## src/rtl/bcd_run_pkg.sv

```systemverilog
// bcd_run_pkg: shared state encoding, digit geometry and BCD increment helper for the run counter
package bcd_run_pkg;
  typedef enum logic [1:0] {IDLE, RUN, PAUSE} state_t;
  localparam int NUM_DIGITS = 6;
  localparam int DIGIT_W = 4;
  // Returns {carry_out, digit}; a set carry_in advances the digit, wrapping 9 to 0
  function automatic logic [DIGIT_W:0] bcd_inc(input logic [DIGIT_W-1:0] d, input logic cin);
    return !cin ? {1'b0, d} : (d >= 4'd9) ? {1'b1, 4'd0} : {1'b0, d + 4'd1};
  endfunction
endpackage

```

## src/rtl/button_debounce.sv

```systemverilog
// button_debounce: two-flop synchronizer, stability counter and one-cycle press pulse for a raw button
module button_debounce #(
  parameter int DEB_CYCLES = 500_000
) (
  input  logic clk,
  input  logic reset,
  input  logic raw,
  output logic press
);
  localparam int CW = $clog2(DEB_CYCLES + 1);
  logic [1:0] sync;
  logic [CW-1:0] cnt;
  logic level, level_q, differ, done;
  assign differ = sync[1] ^ level;
  assign done = differ && cnt == CW'(DEB_CYCLES - 1);
  always_ff @(posedge clk or posedge reset) begin
    if (reset) begin
      sync <= '0;
      cnt <= '0;
      level <= 1'b0;
      level_q <= 1'b0;
      press <= 1'b0;
    end else begin
      sync <= {sync[0], raw};
      cnt <= (differ && !done) ? cnt + 1'b1 : '0;
      level <= done ? ~level : level;
      level_q <= level;
      press <= level & ~level_q;
    end
  end
endmodule

```

## src/rtl/bcd_run_counter.sv

```systemverilog
// bcd_run_counter: six-digit BCD run/pause counter with debounced start/stop and clear buttons
module bcd_run_counter
  import bcd_run_pkg::*;
#(
  parameter int TICK_DIV = 500_000,
  parameter int DEB_CYCLES = 500_000
) (
  input  logic clk,
  input  logic reset,
  input  logic start_stop,
  input  logic clear,
  output logic [NUM_DIGITS*DIGIT_W-1:0] digits,
  output logic running,
  output logic update,
  output logic rollover
);
  localparam int PW = $clog2(TICK_DIV);
  state_t state, state_nx;
  logic [PW-1:0] presc;
  logic [NUM_DIGITS*DIGIT_W-1:0] cnt, cnt_inc;
  logic ss_press, clr_press, tick, wrap;
  button_debounce #(.DEB_CYCLES(DEB_CYCLES)) u_ss (
    .clk(clk), .reset(reset), .raw(start_stop), .press(ss_press)
  );
  button_debounce #(.DEB_CYCLES(DEB_CYCLES)) u_clr (
    .clk(clk), .reset(reset), .raw(clear), .press(clr_press)
  );
  assign tick = state == RUN && presc == PW'(TICK_DIV - 1);
  always_comb begin
    logic c;
    c = 1'b1;
    cnt_inc = '0;
    for (int i = 0; i < NUM_DIGITS; i++)
      {c, cnt_inc[i*DIGIT_W +: DIGIT_W]} = bcd_inc(cnt[i*DIGIT_W +: DIGIT_W], c);
    wrap = c;
  end
  // Clear outranks start/stop when both presses land on the same cycle
  always_comb begin
    state_nx = clr_press ? IDLE : !ss_press ? state : (state == RUN) ? PAUSE : RUN;
  end
  always_ff @(posedge clk or posedge reset) begin
    if (reset) state <= IDLE;
    else state <= state_nx;
  end
  always_ff @(posedge clk or posedge reset) begin
    if (reset) begin
      presc <= '0;
      cnt <= '0;
      update <= 1'b0;
      rollover <= 1'b0;
    end else begin
      update <= 1'b0;
      rollover <= 1'b0;
      if (clr_press) begin
        cnt <= '0;
        presc <= '0;
        update <= |cnt;
      end else if (tick) begin
        cnt <= cnt_inc;
        presc <= '0;
        update <= 1'b1;
        rollover <= wrap;
      end else if (state == RUN) begin
        presc <= presc + 1'b1;
      end
    end
  end
  assign digits = cnt;
  assign running = state == RUN;
endmodule

```

## config.mk

```make
export PLATFORM = sky130hd
export DESIGN_NAME = bcd_run_counter
export DESIGN_NICKNAME = d
export VERILOG_FILES = /design/src/rtl/bcd_run_pkg.sv /design/src/rtl/button_debounce.sv /design/src/rtl/bcd_run_counter.sv
export SDC_FILE = /design/constraint.sdc
export NUM_CORES = 1
export LEC_CHECK = 0
export CORE_MARGIN = 2
export CORE_UTILIZATION = 50
export DETAILED_ROUTE_END_ITERATION = 8
export PLACE_DENSITY = 0.72
export SETUP_SLACK_MARGIN = 0.2
export SYNTH_ARGS = -nofsm -noshare
export SYNTH_HDL_FRONTEND = slang
export SYNTH_SLANG_ARGS = --single-unit
```

## constraint.sdc

```tcl
create_clock -name clk -period 3 [get_ports clk]
set_input_delay 0.6 -clock clk [delete_from_list [all_inputs] [get_ports clk]]
set_output_delay 0.6 -clock clk [all_outputs]
set_load 0.005 [all_outputs]
```

Word-level counts from Yosys, hierarchy flattened
Index checks and enable logic that the tools add are counted.
- bits in registers: 95
- input port bits: 4
- output and inout bits: 27
- $add $sub $neg: 9
- order comparisons: 6
- equal/unequal tests: 4
- muxes and demuxes: 25
- bitwise gates (word level): 8
- reductions and logical operators: 21
- operators with widths (operator ; number):
    2-to-1 mux 19 bit ; 5
    adder 19 x 1 -> 19 bit, second input constant ; 3
    equality test 19 bit, second input constant ; 3
    2-to-1 mux 5 bit ; 11
    2-to-1 mux 24 bit ; 2
    adder 4 x 1 -> 4 bit, second input constant ; 6
    >= comparator 4 bit, second input constant ; 6
    OR reduction 24 bit ; 1
    nonzero test 2 bit ; 7
    AND reduction 2 bit ; 5
    2-to-1 mux 2 bit ; 3
    logical AND 1 bit ; 5
    2-to-1 mux 1 bit ; 4
    inverter 1 bit ; 4
    nonzero test 3 bit ; 1
    bitwise AND 1 bit ; 2
    equality test 2 x 1 -> 1 bit, second input constant ; 1
    zero test 1 bit ; 2
    XOR 1 bit ; 2

Longest topological paths before layout
Gate-level depths: netlist of run 1.
- depth in word-level cells: 9
- mapped depth: 8

Cells and area by module
A second synthesis of run 1 with hierarchy kept.
- cells, all modules: 514
- area, all modules: 5144.9 um2
- modules (own cells, without submodules) (module ; instances ; cells each ; area each (um2) ; seq. area each (um2)):
    bcd_run_counter ; 1 ; 304 ; 2892.8 ; 1176.1
    button_debounce ; 2 ; 105 ; 1126.1 ; 600.6

Least setup slack after synthesis of run 1
No wires, ideal clock.
- path kind: register to register
- start: reg presc[14]
- end: reg cnt[18] (netlist: digits[18])
- data arrival time: 2126 ps
- setup slack: 753 ps
- stages on the path, launching flop included: 6
- cells stage by stage: dfrtp_1 -> or4_2 -> nor4_1 -> nand3_1 -> or3_1 -> a32o_1
- cells in the longest elaborated chain, start to end: 4
- RTL lines (what ; line ; text):
    start, declared ; bcd_run_counter.sv:19 ; logic [PW-1:0] presc;
    start signal, assigned ; bcd_run_counter.sv:64 ; presc <= presc + 1'b1;
    equality test 19 bit ; bcd_run_counter.sv:28 ; assign tick = state == RUN && presc == PW'(TICK_DIV - 1);
    logical AND 1 bit ; bcd_run_counter.sv:28 ;
    nonzero test 2 bit (no line) ; n/a ;
    AND reduction 2 bit (no line) ; n/a ;
    end signal, assigned ; bcd_run_counter.sv:59 ; cnt <= cnt_inc;
    end, declared ; bcd_run_counter.sv:20 ; logic [NUM_DIGITS*DIGIT_W-1:0] cnt, cnt_inc;
Every way passes these cells.
A chain may end at the register's enable or synchronous reset.

Final worst setup path of run 1
- start: reg state[1]
- end: out running
- cells in the longest elaborated chain, start to end: 1
- RTL lines (what ; line ; text):
    start, declared ; bcd_run_counter.sv:18 ; state_t state, state_nx;
    start signal, assigned ; bcd_run_counter.sv:43 ; else state <= state_nx;
    equality test 2 x 1 -> 1 bit ; bcd_run_counter.sv:69 ; assign running = state == RUN;
    end, declared ; bcd_run_counter.sv:13 ; output logic running,
Every way passes these cells.

==> metrics.md, run 1 <==
| Metric | Value |
|---|---|
| Status | `complete, no violations` |
| Crit path launch type | `register` |
| Hold Path Class | `reg2reg` |
| Static Leak | `2.39 nW` |
| CP Capture Type | `output port` |
| Avg Cell Area, Syn | `9.71 sq um` |
| Met2 Use GR | `0.323` |
| Global-route wire length before repair | `17.5 mm` |
| Vias in the first global route | `~3.8k` |
| Max stage delay cell, worst path | `clkdlybuf4s50_1` |
| Antenna violations before repair | `0` |
| Period utilization | `0.869` |
| R2R depth | `7` |
| Nets | `between 500 and 600` |
| CTS buffer count | `9` |
| Crit path time final | `2.61 ns` |
| Iter 0 DRT Violations | `154` |
| Post-Synthesis Net Count | `between 500 and 600` |
| Post-CTS Hold Fix Bufs | `0` |
| Max_slew headroom | `0.472` |
| Worst Tran Pin Value | `0.784 ns` |
| RSZ-0062 raised after global routing | `false` |
| Post-synth EDFFs | `0` |
| DRC viols | `0` |
| WS Path Type | `reg2out` |
| Post-synth top area share | `0.471` |
| Delay-heaviest family, CP | `buffers and inverters` |
| Die area | `about 11000 sq um` |
| Die width | `104 um` |
| # H-tree levels | `3` |
| CTS max path bufs | `2` |
| CP Max Fanout | `9` |
| Placed Area | `5490 sq um` |
| Worst r2r src | `digits[8]` |
| Via density | `roughly 5.4` |
| Asr flop ratio synth | `1.00` |
| Synth Cell Area | `5050 sq um` |
| Later-pin clock latency in the skew report | `about 0.37 ns` |
| Reg2reg setup slack | `0.47 ns` |
| # rows | `36` |
| Largest net degree at the start of global routing | `46` |
| Post-cts resize count | `0` |
| Hold Path Stages | `0` |
| FMAX | `0.384 GHz` |
| Starting density of the core | `0.517` |
| Total gr overflow | `0` |
| DP HPWL | `6.96 mm` |
| CTS tree | `done` |
| Root buffer cell | `clkbuf_8` |
| Synth cell count leaders | `dfrtp_1, nor2_1, nand2_1, nand3_1, xor2_1` |
| Fill cells | `851` |
| Final instance area | `5710 sq um` |
| Busiest layer in global routing | `met2` |
| Synth unique cells | `52` |
| Worst EP arrival | `approximately 2 ns` |
| DR WL/cell | `around 14 um` |
| Final TNS setup | `0 ns` |
| CP Buf/Inv Count | `2` |
| # diodes | `0` |
| DR vias | `3745` |
| TritonRoute pass-1 iters | `4` |
| Antenna-violating nets left | `0` |
| CP cell instances | `nand2b_1, clkinv_1, clkdlybuf4s50_1` |
| I/O pin cnt | `31` |
| Tot GR Track Use | `0.195` |
| Met3 Use GR | `0.0307` |
| Clock Sinks | `95` |
| Most used DFF post-synth | `dfrtp_1` |
| Post-synthesis sequential area ratio | `0.471` |
| Met1 global-route usage | `0.259` |
| Post-CTS Setup Inserts | `0` |
| Layout cells sized above 1 | `0.0716` |
| Port buffer count | `30` |
| CP Data Required Time | `around 2.4 ns` |
| HP Start | `u_clr.sync[0]` |
| Worst path max stage delay | `0.54 ns` |
| Final hold vios | `0` |
| Warnings, synthesis | `0` |
| Layout Skew | `0.0184 ns` |
| Slew Viols, Final | `0` |
| Leading area contributor after synthesis | `dfrtp_1` |
| Gpl congestion | `0.825` |
| Placeable Area | `a little under 10000 sq um` |
| Syn Inst Count | `520` |
| FF+latch count, synth | `between 90 and 100` |
| Worst-case hold path end point | `u_clr.sync[1]` |
| DRT Wirelength | `9.83 mm` |
| Worst Setup SP | `state[1]` |
| Reg clk slew, reported paths | `0.09 ns` |
| PD cells | `about 400 nW/um^2` |
| Setup violations, final | `0` |
| Max IR drop VDD | `0.254 mV` |
| Main area contributors after synthesis | `dfrtp_1, ha_1, nor2_1` |
| R2R Path End | `digits[18]` |
| Die span in y | `104 um` |
| Max-cap check violation count | `0` |
| Cell with the most instances after synthesis | `dfrtp_1` |
| Synth-to-layout area growth | `13.1%` |
## cells by family (layout without fill, tap and decap cells)
logic type / Yosys count / after routing / synth area share
xor+xnor: 53 / 53 / 0.0919
simple gates: 259 / 259 / 0.272
buf+inv: 37 / 76 / 0.0335
flops: 95 / 95 / 0.471
fa+ha+maj: 27 / 27 / 0.0669
mux: 3 / 3 / 0.00644
compound gates: 46 / 46 / 0.0585
## state kept, by name (all words and copies together) (netlist names), 2 cells and up
name and count:
u_clr.cnt 19, u_ss.cnt 19, state 2, presc 19, u_ss.sync 2, digits 24, u_clr.sync 2
## routing by layer
metal | part of all wire | vias up
met5 | 0 | -
met1 | 0.47 | 1800
met3 | 0.035 | 10
met2 | 0.48 | 79
met4 | 0.012 | 0
li1 | - | 1856
## metrics by stage
| stage | total power, W | worst slack, ns | util | hold WS (ns) | instances |
|---|---|---|---|---|---|
| global route | 0.00236 | 0.217 | 0.584 | 0.374 | 692 |
| global placement | 0.00138 | 0.624 | 0.562 | 0.334 | 676 |
| detailed placement | 0.00138 | 0.533 | 0.562 | 0.349 | 676 |
| finish | 0.00226 | 0.392 | 0.584 | 0.361 | 692 |
| CTS | 0.00230 | 0.359 | 0.584 | 0.367 | 692 |
| floorplan | 0.00136 | 0.753 | - | 0.331 | 520 |
## area by class of cell
type	count	area, sq um	share of cell area
clock buffer	10	138	0.0241
clock inverter	6	76.3	0.0134
inverter	25	97.6	0.0171
multi-input combinational	388	2500	0.438
sequential	95	2380	0.416
tap	133	166	0.0292
timing repair buffer	35	350	0.0614
## worst register-to-register path: cells and delay by family, from the launching register on
| family | cells | cell delay (ns) |
|---|---|---|
| and+or+nand+nor | 4 | 1.39 |
| DFF | 1 | 0.47 |
| AOI/OAI and AO/OA | 1 | 0.26 |
| adders and majority gates | 1 | 0.21 |
| buffers and inverters | 1 | 0.10 |
## cell usage in the layout (no fill, tap or decap), types with 3 or more instances in the layout
cell type / n
nor2b_1: 4
a211oi_1: 3
nor4b_1: 7
or3_1: 3
nor2_1: 87
and4_1: 6
nor3b_1: 4
and2_1: 4
buf_4: 4
nand3_1: 30
a21oi_1: 19
clkinvlp_4: 3
clkdlybuf4s50_1: 30
xor2_1: 30
nand2b_1: 4
xnor2_1: 23
o21ai_0: 8
or2_2: 3
inv_1: 23
nand2_1: 43
nand4_1: 17
nor4_1: 8
or3b_2: 3
dfrtp_1: 95
and3_1: 7
clkbuf_8: 10
o21a_1: 5
ha_1: 27
nand4b_1: 4
nor3_1: 12
## worst max-delay path by stage
| stage | to | depth (start not counted) | slack [ns] |
|---|---|---|---|
| 3_5_place_dp | digits[18] | 7 | 0.53 |
| 4_1_cts | running | 3 | 0.36 |
| 5_1_grt | digits[21] | 7 | 0.22 |
| 6_report | running | 3 | 0.39 |
| 3_3_place_gp | digits[18] | 5 | 0.62 |
| 2_1_floorplan | digits[18] | 5 | 0.75 |
## power by group
part	total [W]	switching, W	internal [W]
Sequential	0.00130	0.00000776	0.00129
Combinational	0.0000565	0.0000403	0.0000163
Clock	0.000908	0.000485	0.000423
Power figures use the tool's default switching activity.
==> inputs of run 2 (changes only) <==
--- a/config.mk
+++ b/config.mk
@@ -8,7 +8,7 @@
 export CORE_MARGIN = 2
 export CORE_UTILIZATION = 50
 export DETAILED_ROUTE_END_ITERATION = 8
-export PLACE_DENSITY = 0.72
+export PLACE_DENSITY = 0.7
 export SETUP_SLACK_MARGIN = 0.2
 export SYNTH_ARGS = -nofsm -noshare
 export SYNTH_HDL_FRONTEND = slang
==> metrics.md, run 2 (synthesized netlist as in run 1, its figures left out) <==
| Metric | Value |
|---|---|
| Antenna violations before repair | `0` |
| CTS buffer count | `9` |
| Tot GR Track Use | `0.193` |
| WS Path Type | `reg2out` |
| Final TNS setup | `0 ns` |
| Internal | `0.00171 W` |
| Synth-to-layout area growth | `12.5%` |
| I/O pin cnt | `31` |
| Comb power frac | `0.026` |
| Antenna-violating nets left | `0` |
| Psw | `0.000489 W` |
| DR vias | `3756` |
| Period utilization | `0.872` |
| Reg clk slew, reported paths | `0.09 ns` |
| Vias in the first global route | `3623` |
| Status | `complete, no violations` |
| Post-CTS Setup Inserts | `0` |
| Hold Path Class | `reg2reg` |
| Iter 0 DRT Violations | `123` |
| DP HPWL | `7.03 mm` |
| CTS max path bufs | `2` |
| DR WL/cell | `14.3 um` |
| Crit path time final | `2.62 ns` |
| Global-route wire length before repair | `17.2 mm` |
| CP Data Required Time | `2.40 ns` |
| Total gr overflow | `0` |
| Max IR drop VDD | `0.242 mV` |
| # rows | `36` |
| Max-cap check violation count | `0` |
| Max FFs per register | `24` |
| Die span in y | `104 um` |
| Reg power frac | `0.588` |
| Root buffer cell | `clkbuf_8` |
| Starting density of the core | `0.517` |
| PD cells | `388 nW/um^2` |
| Clock Sinks | `95` |
| Commonest non-fill, non-tap cell in the layout | `dfrtp_1` |
| RSZ-0062 raised after global routing | `false` |
| CP Capture Type | `output port` |
| Die width | `104 um` |
| # H-tree levels | `3` |
| Slew Viols, Final | `0` |
| CTS tree | `done` |
| Max_slew headroom | `0.483` |
| Placeable Area | `9770 sq um` |
| Max stage delay cell, worst path | `clkdlybuf4s50_1` |
| DRC viols | `0` |
| Switch share | `0.222` |
| Largest net degree at the start of global routing | `47` |
| Worst path max stage delay | `0.54 ns` |
| Die area | `between 10000 and 15000 sq um` |
| Power share of the clock group | `0.386` |
| Commonest non-fill, non-tap cells in the layout | `dfrtp_1, nor2_1, nand2_1` |
| Layout cells sized above 1 | `0.0645` |
| Worst EP arrival | `2.02 ns` |
| Post-cts resize count | `0` |
| FMAX | `0.382 GHz` |
| Crit path launch type | `register` |
| Nets | `584` |
| Static Leak | `around 2.4 nW` |
| Layout Skew | `between 0.01 and 0.015 ns` |
| DRT Wirelength | `9.90 mm` |
| CP cell instances | `nand2b_1, clkinv_1, clkdlybuf4s50_1` |
| Port buffer count | `30` |
| Delay-heaviest family, CP | `buffers and inverters` |
| Post-CTS Hold Fix Bufs | `0` |
| Via density | `5.44` |
| Final hold vios | `0` |
| CP Buf/Inv Count | `2` |
| Setup violations, final | `0` |
| CP Max Fanout | `9` |
| Later-pin clock latency in the skew report | `0.37 ns` |
| TritonRoute pass-1 iters | `4` |
| Worst Tran Pin Value | `0.768 ns` |
| Gpl congestion | `0.888` |
| Min Hold Slack | `0.354 ns` |
| Fill cells | `870` |
| # diodes | `0` |
-- run 2: final cells by class --
type	count	area, sq um	area share
multi-input combinational	388	2500	0.441
sequential	95	2380	0.419
timing repair buffer	34	343	0.0604
tap	133	166	0.0293
clock buffer	13	149	0.0262
inverter	25	97.6	0.0172
clock inverter	3	42.5	0.00749
-- run 2: worst register-to-register path, cell delays in order (launching register included) --
cell	delay [ns]
dfrtp_1	0.41
ha_1	0.21
nand4_1	0.35
nor4_1	0.49
nand3_1	0.27
or3_1	0.42
a32o_1	0.26
-- run 2: path summary, 6_finish.rpt --
kind | slack (ns) | start | depth (start not counted) | endpoint
max | 0.38 | state[1] | 3 | running
min | 0.35 | u_clr.sync[0] | 0 | u_clr.sync[1]
max reg2reg | 0.49 | presc[0] | 6 | digits[18]
min reg2reg | 0.35 | u_clr.sync[0] | 0 | u_clr.sync[1]
max in group asynchronous | 1.75 | reset | 3 | presc[13]
min in group asynchronous | 0.63 | reset | 2 | u_ss.cnt[7]
-- run 2: power by group through the flow --
stage | Combinational [W] | Sequential (W) | Clock, W
3_3_place_gp | 0.0000583 | 0.00132 | 0
2_1_floorplan | 0.0000389 | 0.00132 | 0
3_5_place_dp | 0.0000594 | 0.00132 | 0
6_report | 0.0000571 | 0.00130 | 0.000849
5_1_grt | 0.0000672 | 0.00130 | 0.000926
4_1_cts | 0.0000596 | 0.00130 | 0.000876
-- run 2: metal layers --
layer,part of all wire,track usage,vias up
li1,-,-,1854
met2,0.47,0.309,78
met1,0.47,0.263,1806
met4,0.022,0.0811,0
met3,0.036,0.0282,18
met5,0,0,-
-- run 2: stage by stage --
stage / utilization / area [sq um] / std cells / setup slack (ns) / total power (W)
after floorplan: - / 5050 / 520 / 0.753 / 0.00136
after global placement: 0.561 / 5490 / 675 / 0.621 / 0.00138
after detailed placement: 0.561 / 5490 / 675 / 0.526 / 0.00138
after CTS: 0.581 / 5680 / 691 / 0.341 / 0.00223
after global routing: 0.581 / 5680 / 691 / 0.221 / 0.00229
final: 0.581 / 5680 / 691 / 0.383 / 0.00220
==> inputs of run 3 (changes only) <==
--- a/config.mk
+++ b/config.mk
@@ -6,9 +6,9 @@
 export NUM_CORES = 1
 export LEC_CHECK = 0
 export CORE_MARGIN = 2
-export CORE_UTILIZATION = 50
+export CORE_UTILIZATION = 24
 export DETAILED_ROUTE_END_ITERATION = 8
-export PLACE_DENSITY = 0.7
+export PLACE_DENSITY = 0.37
 export SETUP_SLACK_MARGIN = 0.2
 export SYNTH_ARGS = -nofsm -noshare
 export SYNTH_HDL_FRONTEND = slang
==> constraint.sdc (replaced) <==
create_clock -name clk -period 2.9 [get_ports clk]
set_input_delay 0.58 -clock clk [delete_from_list [all_inputs] [get_ports clk]]
set_output_delay 0.58 -clock clk [all_outputs]
set_load 0.005 [all_outputs]
==> metrics.md, run 3 (synthesized netlist as in run 1, its figures left out) <==
| Metric | Value |
|---|---|
| Final cell count without fillers | `837` |
| # H-tree levels | `3` |
| Iter 0 DRT Violations | `174` |
| Worst-case hold path end point | `u_clr.sync[1]` |
| Slew Viols, Final | `0` |
| HP Start | `u_clr.sync[0]` |
| Reg2reg setup slack | `roughly 0.38 ns` |
| R2R depth | `5` |
| Hold Path Stages | `0` |
| Die area | `between 20000 and 25000 sq um` |
| Worst Setup SP | `presc[10]` |
| Clock Sinks | `95` |
| CTS max path bufs | `2` |
| # rows | `53` |
| Die width | `149 um` |
| Setup violations, final | `0` |
| DR WL/cell | `13.8 um` |
| Placeable Area | `~21000 sq um` |
| Layout cells sized above 1 | `0.0801` |
| R2R Path End | `digits[18]` |
| Synth-to-layout area growth | `19.3%` |
| Worst path max stage delay | `0.67 ns` |
| Hold Path Class | `reg2reg` |
| DR vias | `3785` |
| Starting density of the core | `0.242` |
| CP Data Required Time | `3.14 ns` |
| Gpl congestion | `0.793` |
| CTS buffer count | `9` |
| Period utilization | `0.869` |
| Final hold vios | `0` |
| DRC viols | `0` |
| Final core occ | `0.289` |
| Root buffer cell | `clkbuf_16` |
| Die span in y | `roughly 150 um` |
| Status | `complete, no violations` |
| Commonest non-fill, non-tap cell in the layout | `dfrtp_1` |
| CP Capture Type | `register` |
| Dpl ws | `0.424 ns` |
| FMAX | `0.397 GHz` |
| Post-CTS Setup Inserts | `0` |
| Antenna violations before repair | `0` |
| Static Leak | `2.46 nW` |
| Later-pin clock latency in the skew report | `0.35 ns` |
| Max-cap check violation count | `0` |
| Worst r2r src | `presc[10]` |
| Largest net degree at the start of global routing | `96` |
| Crit path time final | `2.52 ns` |
| DRT Wirelength | `11.5 mm` |
| Worst Tran Pin Value | `0.834 ns` |
| Min setup slack post-route | `between 0.3 and 0.4 ns` |
| Reg clk slew, reported paths | `0.07 ns` |
| Global-route wire length before repair | `about 20 mm` |
| Max_slew headroom | `0.439` |
| CP cell instances | `or4_2, nor4_1, nand3_1, or3_1, a32o_1` |
| Vias in the first global route | `slightly below 4k` |
| WS Path Type | `reg2reg` |
| Commonest non-fill, non-tap cells in the layout | `dfrtp_1, nor2_1, nand2_1` |
| Crit path launch type | `register` |
| Port buffer count | `30` |
| Worst EP arrival | `2.76 ns` |
| I/O pin cnt | `31` |
| # diodes | `0` |
| Antenna-violating nets left | `0` |
| Tot GR Track Use | `0.112` |
| Max FFs per register | `24` |
| Total gr overflow | `0` |
| DP HPWL | `7.94 mm` |
| Nets | `588` |
| Via density | `4.52` |
| CTS tree | `done` |
| Layout Skew | `0.00913 ns` |
| CP Max Fanout | `7` |
| Final TNS setup | `0 ns` |
| Placed insts | `821` |
| TritonRoute pass-1 iters | `4` |
| RSZ-0062 raised after global routing | `false` |
| Max IR drop VDD | `0.227 mV` |
| Max stage delay cell, worst path | `or4_2` |
| PD cells | `439 nW/um^2` |
run 3: cell types whose count changed in the layout (fill, tap and decap cells not counted), moves of 3 or more:
| cell | before | now |
|---|---|---|
| buf_4 | 3 | 6 |
| clkbuf_16 | 0 | 9 |
| clkbuf_8 | 10 | 2 |
| clkbuf_1 | 3 | 0 |
run 3: per-stage QoR:
stage	hold WS [ns]	area, sq um	power [W]
after global placement	0.338	5710	0.00143
after global routing	0.368	6020	0.00276
final	0.353	6020	0.00265
after detailed placement	0.340	5710	0.00143
after CTS	0.354	6020	0.00270
after floorplan	0.331	5050	0.00141
run 3: repair_timing:
action / 4_1_cts / 5_1_grt
hold buffers: 0 / 0
setup endpoints to repair: 0 / 1
endpoints found under the hold margin: 0 / 0
gates resized for setup: 0 / 2
run 3: routing by layer:
metal,part of all wire,wire length [um],global-route usage
met2,0.46,5270,0.178
met3,0.023,264,0.0199
met5,0,0,0
met4,0.025,282,0.0481
met1,0.49,5690,0.151
run 3: area by class of cell:
type	instances	area [sq um]
clock buffer	11	253
tap	275	344
clock inverter	5	56.3
timing repair buffer	38	385
fill	2199	14800
inverter	25	101
sequential	95	2380
multi-input combinational	388	2500
run 3: how the worst max path moves through the flow:
| stage | end | slack, ns | cells after the start |
|---|---|---|---|
| final | digits[18] | 0.38 | 5 |
| after global routing | digits[18] | 0.25 | 5 |
| after CTS | running | 0.22 | 3 |
| after detailed placement | digits[18] | 0.42 | 5 |
| after global placement | digits[18] | 0.48 | 5 |
| after floorplan | digits[18] | 0.65 | 5 |
run 3: where the power goes:
group / switching [W] / total (W) / leakage [nW] / internal [W]
clock: 0.000531 / 0.00125 / 0.152 / 0.000715
combinational: 0.0000430 / 0.0000582 / 0.992 / 0.0000153
sequential: 0.00000793 / 0.00134 / 1.31 / 0.00133
run 3: worst max-delay path: cells and delay by family, from the launching register on:
| family | cells | cell delay (ns) |
|---|---|---|
| and+or+nand+nor | 4 | 1.70 |
| DFF | 1 | 0.44 |
| AOI/OAI and AO/OA | 1 | 0.27 |
